`config.mk`:
```
export PLATFORM = sky130hd
export DESIGN_NAME = seq_shifter
export DESIGN_NICKNAME = d
export VERILOG_FILES = /design/src/rtl/shift_pkg.sv /design/src/rtl/shift_stage.sv /design/src/rtl/seq_shifter.sv
export SDC_FILE = /design/constraint.sdc
export NUM_CORES = 1
export LEC_CHECK = 0
export CORE_UTILIZATION = 50
export DETAILED_ROUTE_END_ITERATION = 8
export PLACE_DENSITY = 0.71
export SETUP_SLACK_MARGIN = 0.3
export SLEW_MARGIN = 40
export SYNTH_ARGS = -nofsm -noshare
export SYNTH_HDL_FRONTEND = slang
export SYNTH_HIERARCHICAL = 1
export SYNTH_SLANG_ARGS = --single-unit
export TNS_END_PERCENT = 100
```
`constraint.sdc`:
```
create_clock -name clock -period 7.46 [get_ports clock]
set_clock_uncertainty 0.1 [all_clocks]
set_input_delay 1.492 -clock clock [delete_from_list [all_inputs] [get_ports clock]]
set_output_delay 1.492 -clock clock [all_outputs]
set_load 0.01 [all_outputs]
```
`src/rtl/shift_pkg.sv`:
```
// shift_pkg: shared op and state encodings for the sequential shifter
package shift_pkg;
   localparam logic [1:0] OP_SLL = 2'b00;
   localparam logic [1:0] OP_SRL = 2'b01;
   localparam logic [1:0] OP_SRA = 2'b10;
   localparam logic [1:0] OP_ROR = 2'b11;
   typedef enum logic {IDLE, RUN} state_t;
endpackage

```
`src/rtl/shift_stage.sv`:
```
// shift_stage: one combinational binary stage, shifts by 2^k in the selected mode when enabled
module shift_stage
   import shift_pkg::*;
#(
   parameter int WIDTH   = 32,
   parameter int SHAMT_W = $clog2(WIDTH)
) (
   input  logic [WIDTH-1:0]   data,
   input  logic [SHAMT_W-1:0] k,
   input  logic               en,
   input  logic [1:0]         op,
   output logic [WIDTH-1:0]   result
);
   localparam logic [SHAMT_W:0] W_L = (SHAMT_W + 1)'(WIDTH);
   logic [SHAMT_W:0] amt;
   logic [WIDTH-1:0] sra;
   // arithmetic shift kept apart so an unsigned ternary context cannot turn it into a logical shift
   always_comb begin
      amt = en ? ((SHAMT_W + 1)'(1) << k) : '0;
      sra = $signed(data) >>> amt;
      result = op == OP_SLL ? data << amt :
               op == OP_SRL ? data >> amt :
               op == OP_SRA ? sra :
               (data >> amt) | (data << (W_L - amt));
   end
endmodule

```
`src/rtl/seq_shifter.sv`:
```
// seq_shifter: multi-cycle shifter, one binary stage per cycle from the MSB stage down
module seq_shifter
   import shift_pkg::*;
#(
   parameter int WIDTH   = 32,
   parameter int SHAMT_W = $clog2(WIDTH)
) (
   input  logic               clock,
   input  logic               reset,
   input  logic               ctrl_shift,
   input  logic [WIDTH-1:0]   data_operandA,
   input  logic [SHAMT_W-1:0] data_shamt,
   input  logic [1:0]         data_op,
   output logic [WIDTH-1:0]   data_result,
   output logic               data_resultRDY,
   output logic               busy
);
   localparam logic [SHAMT_W-1:0] LAST = SHAMT_W'(SHAMT_W - 1);
   state_t             state;
   logic [SHAMT_W-1:0] cnt;
   logic [SHAMT_W-1:0] shamt;
   logic [1:0]         op;
   logic [WIDTH-1:0]   work;
   logic [WIDTH-1:0]   stage_out;
   shift_stage #(.WIDTH(WIDTH), .SHAMT_W(SHAMT_W)) u_stage (
      .data  (work),
      .k     (cnt),
      .en    (shamt[cnt]),
      .op    (op),
      .result(stage_out)
   );
   // control FSM: latch on start, apply one stage per RUN cycle, publish result with a one-cycle ready pulse
   always_ff @(posedge clock) begin
      if (reset) begin
         state          <= IDLE;
         cnt            <= '0;
         shamt          <= '0;
         op             <= '0;
         work           <= '0;
         data_result    <= '0;
         data_resultRDY <= 1'b0;
         busy           <= 1'b0;
      end else begin
         data_resultRDY <= 1'b0;
         if (state == IDLE) begin
            if (ctrl_shift) begin
               work  <= data_operandA;
               shamt <= data_shamt;
               op    <= data_op;
               cnt   <= LAST;
               state <= RUN;
               busy  <= 1'b1;
            end
         end else begin
            work <= stage_out;
            cnt  <= cnt == '0 ? '0 : cnt - 1'b1;
            if (cnt == '0) begin
               data_result    <= stage_out;
               data_resultRDY <= 1'b1;
               busy           <= 1'b0;
               state          <= IDLE;
            end
         end
      end
   end
endmodule
```
==> summary.txt <==
CTS
  • Htree depth: 3
  • Total clock sinks: 79
  • CTS tree: yes
  • Post-CTS setup buffers: 0
  • # hold bufs at CTS: 0
  • Clock Tree Buf Depth: 2
  • CTS Buf Count: 9
  • CTS Root Cell: clkbuf_16
  • Post-CTS resize count: 0
  • Clock transition at path regs: roughly 70 ps
  • Clk Latency, worst-skew pair: 370 ps

Yosys
  • Synth Register Bits: 79
  • Post-Synthesis Cells: 1163
  • Post-synth EDFFs: 0
  • Post-Synth XOR/XNOR Area: less than 1%
  • Seq/Total Area, Yosys: 18.4%
  • Most frequent cells after synthesis: 124 x nand2_1, 98 x nor2_1, 82 x clkbuf_1
  • Largest cells by area after synthesis: dfxtp_1 18%, mux2i_1 7.9%, mux2_2 5.6%
  • Synth warnings: 6
  • Post-synthesis adder-cell area fraction: 0.291%
  • Main combinational cell family by area after synthesis: compound AO/OA/AOI/OAI gates
  • Most frequent cell after synthesis: nand2_1
  • Post-synthesis mux area share: 18.3%
  • Syn nets: ~1200
  • Synth Area in Simple Gates: 23.7%
  • Prevailing post-synth register cell: dfxtp_1
  • Synth cell types: 89
  • Mean Syn Cell Area: 7.40 um^2
  • Leading area contributor after synthesis: dfxtp_1
  • Compound-Gate Fraction of Synth Area: 32.7%
  • Top-area cell type share of the netlist area: between 10% and 20%
  • Asr flop ratio synth: 0%
  • Area of the mapped netlist: 8600 um^2

Timing
  • Final setup fails: 0
  • Slew @ Worst Pin: 1040 ps
  • Hold Slack: around 380 ps
  • Rel. slew slack: 30.5%
  • Unrepaired setup endpoints after global routing: no
  • Final period util: 79.9%
  • PnR worst setup slack: 1500 ps
  • Endpoints failing hold: 0
  • Final Max Tran Viols: 0
  • Fmax: between 0.15 and 0.2 GHz
  • Setup TNS: 0 ps
  • Min cycle time layout: between 5000 and 6000 ps

Power
  • Lkg Pwr: 3.60 nW
  • Total power: 1.88 mW
  • Worst vdd ir: 0.000145 V
  • PD cells: 192 nW/um^2

Floorplanning
  • Initial Util: between 50% and 60%
  • Die Y: 133 um
  • I/O pin cnt: 76
  • Std-Cell Rows: between 40 and 50
  • Core ar.: 16700 um^2
  • Chip width: about 130 um
  • Die ar.: approximately 18000 um^2

Job
  • Max-cap check violation count: 0

Status
  • Outcome: complete, no violations

Route
  • Met1 WL: 16500 um
  • DRC violations left: 0
  • ANT nets after route: 0
  • Via count: 11139
  • TritonRoute pass-1 iters: 8
  • Metal3 WL: between 7000 and 8000 um
  • DR WL/cell: 34.4 um
  • DRT Wirelength: 48100 um
  • Top Layer Used: met5
  • DRT iter0 DRCs: 2136
  • Wire length on met2: 19400 um
  • Via density: 7.96

Critical path
  • Worst Path Required: 7590 ps
  • Critical Path, Cell by Cell: buf_4 > o32ai_1 > or4b_1 > nor2_4 > buf_4 > inv_1 > ha_1 > inv_1 > nor4_4 > nor2_4 > mux2i_1 > mux2_2 > o211ai_1 > nand3_1 > mux2i_1 > nor2_1
  • Endpoint class of the critical path: flop
  • CP delay by family, top: simple AND/OR/NAND/NOR gates
  • Crit-path max cell delay: 680 ps
  • Critical Path AT: between 6000 and 7000 ps
  • Buffers and inverters on the worst path: 4
  • Crit Path Class: reg2reg
  • Worst Path Max Fanout: slightly above 50
  • CP Launch Type: flop
  • CP max-delay cell: nor2_4

Cells and area
  • N_diodes: 0
  • Final std cells w/o fill: 1399
  • Post-Layout Inst Area: 9770 um^2
  • Net count, final: 1218
  • Area Growth Syn to Fin: 13.5%
  • Share of layout cells above drive strength 1: 13.9%
  • Final core utilization: 58.5%

Placed design
  • RD Place Congestion: 1.08
  • PortBufs: 75
  • Placement Setup Slack: 1780 ps
  • Inst Count DP: 1382
  • Detailed Place HPWL: 33200 um
  • Dpl cell area: 9450 um^2

Global route
  • Total grt overflow: 0
  • Vias in the first global route: ~10000
  • GRT Overall Usage: 54.0%
  • Initial antenna violation count: 3
  • First-pass GRT wire length: between 60000 and 70000 um
  • Largest net degree at the start of global routing: 52

Min path
  • Type of the worst min-delay path: reg2reg
==> final cells by class <==
class / count / area (um^2)
clock inverters: 7 / 71.3
clock buffers: 9 / 225
inverters: 15 / 56.3
flip-flops and latches: 79 / 1580
well taps: 220 / 275
repair buffers: 115 / 1050
fillers: 1563 / 6940
multi-input cells: 954 / 6510
==> power by group <==
group / total, mW / internal (mW) / switching (mW) / leakage (nW)
logic: 0.900 / 0.303 / 0.597 / 2.81
clock network: 0.458 / 0.238 / 0.220 / 0.148
registers: 0.518 / 0.454 / 0.0636 / 0.646
total: 1.88 / 0.996 / 0.881 / 3.60
==> tightest hold or removal path: stages (launching register included) <==
cell	delay, ps
dfxtp_1	320
nand2_1	60
a21oi_1	60
==> metal layers <==
| metal | up-vias | track usage (%) |
|---|---|---|
| met3 | 360 | 22.1 |
| met1 | 5140 | 63.8 |
| li1 | 4509 | - |
| met5 | - | 3.33 |
| met4 | 6 | 38.9 |
| met2 | 1124 | 78.4 |
==> registers in the layout, indices dropped and copies added (netlist names) <==
signal,count
busy,1
cnt,5
data_result,32
data_resultRDY,1
op,2
shamt,5
state,1
work,32
==> final timing paths <==
check	start	to	slack, ps	depth (start not counted)
max	cnt[0]$_SDFFE_PP0P_	work[15]$_SDFFE_PP0P_	1500	16
min	shamt[1]$_SDFFE_PP0P_	shamt[1]$_SDFFE_PP0P_	380	2
max reg2reg	cnt[0]$_SDFFE_PP0P_	work[15]$_SDFFE_PP0P_	1500	16
min reg2reg	shamt[1]$_SDFFE_PP0P_	shamt[1]$_SDFFE_PP0P_	380	2
==> layout by cell type, fill, tap and decap left out, drive strengths merged, types with 8 or more instances in the layout <==
cell type and n:
mux2i 68, a311oi 8, o211ai 46, clkdlybuf4s50 74
mux2 46, dfxtp 79, nand3 64, and2 8
o21ai 81, buf 41, nand2 126, nor2b 8
o31ai 12, a211oi 15, nand4 15, mux4 16
nor3 46, o22ai 13, a31oi 49, nor4 11
a211o 10, a22o 35, clkbuf 9, inv 19
a21oi 57, nor2 100
==> cell families after synthesis <==
kind of cell / after synthesis
xor gates and xnor gates: 1
buffers and inverters: 130
AOI/OAI and AO/OA: 402
and+or+nand+nor: 419
muxes: 130
DFF: 79
adders and majority gates: 2
Power figures use the tool's default switching activity.
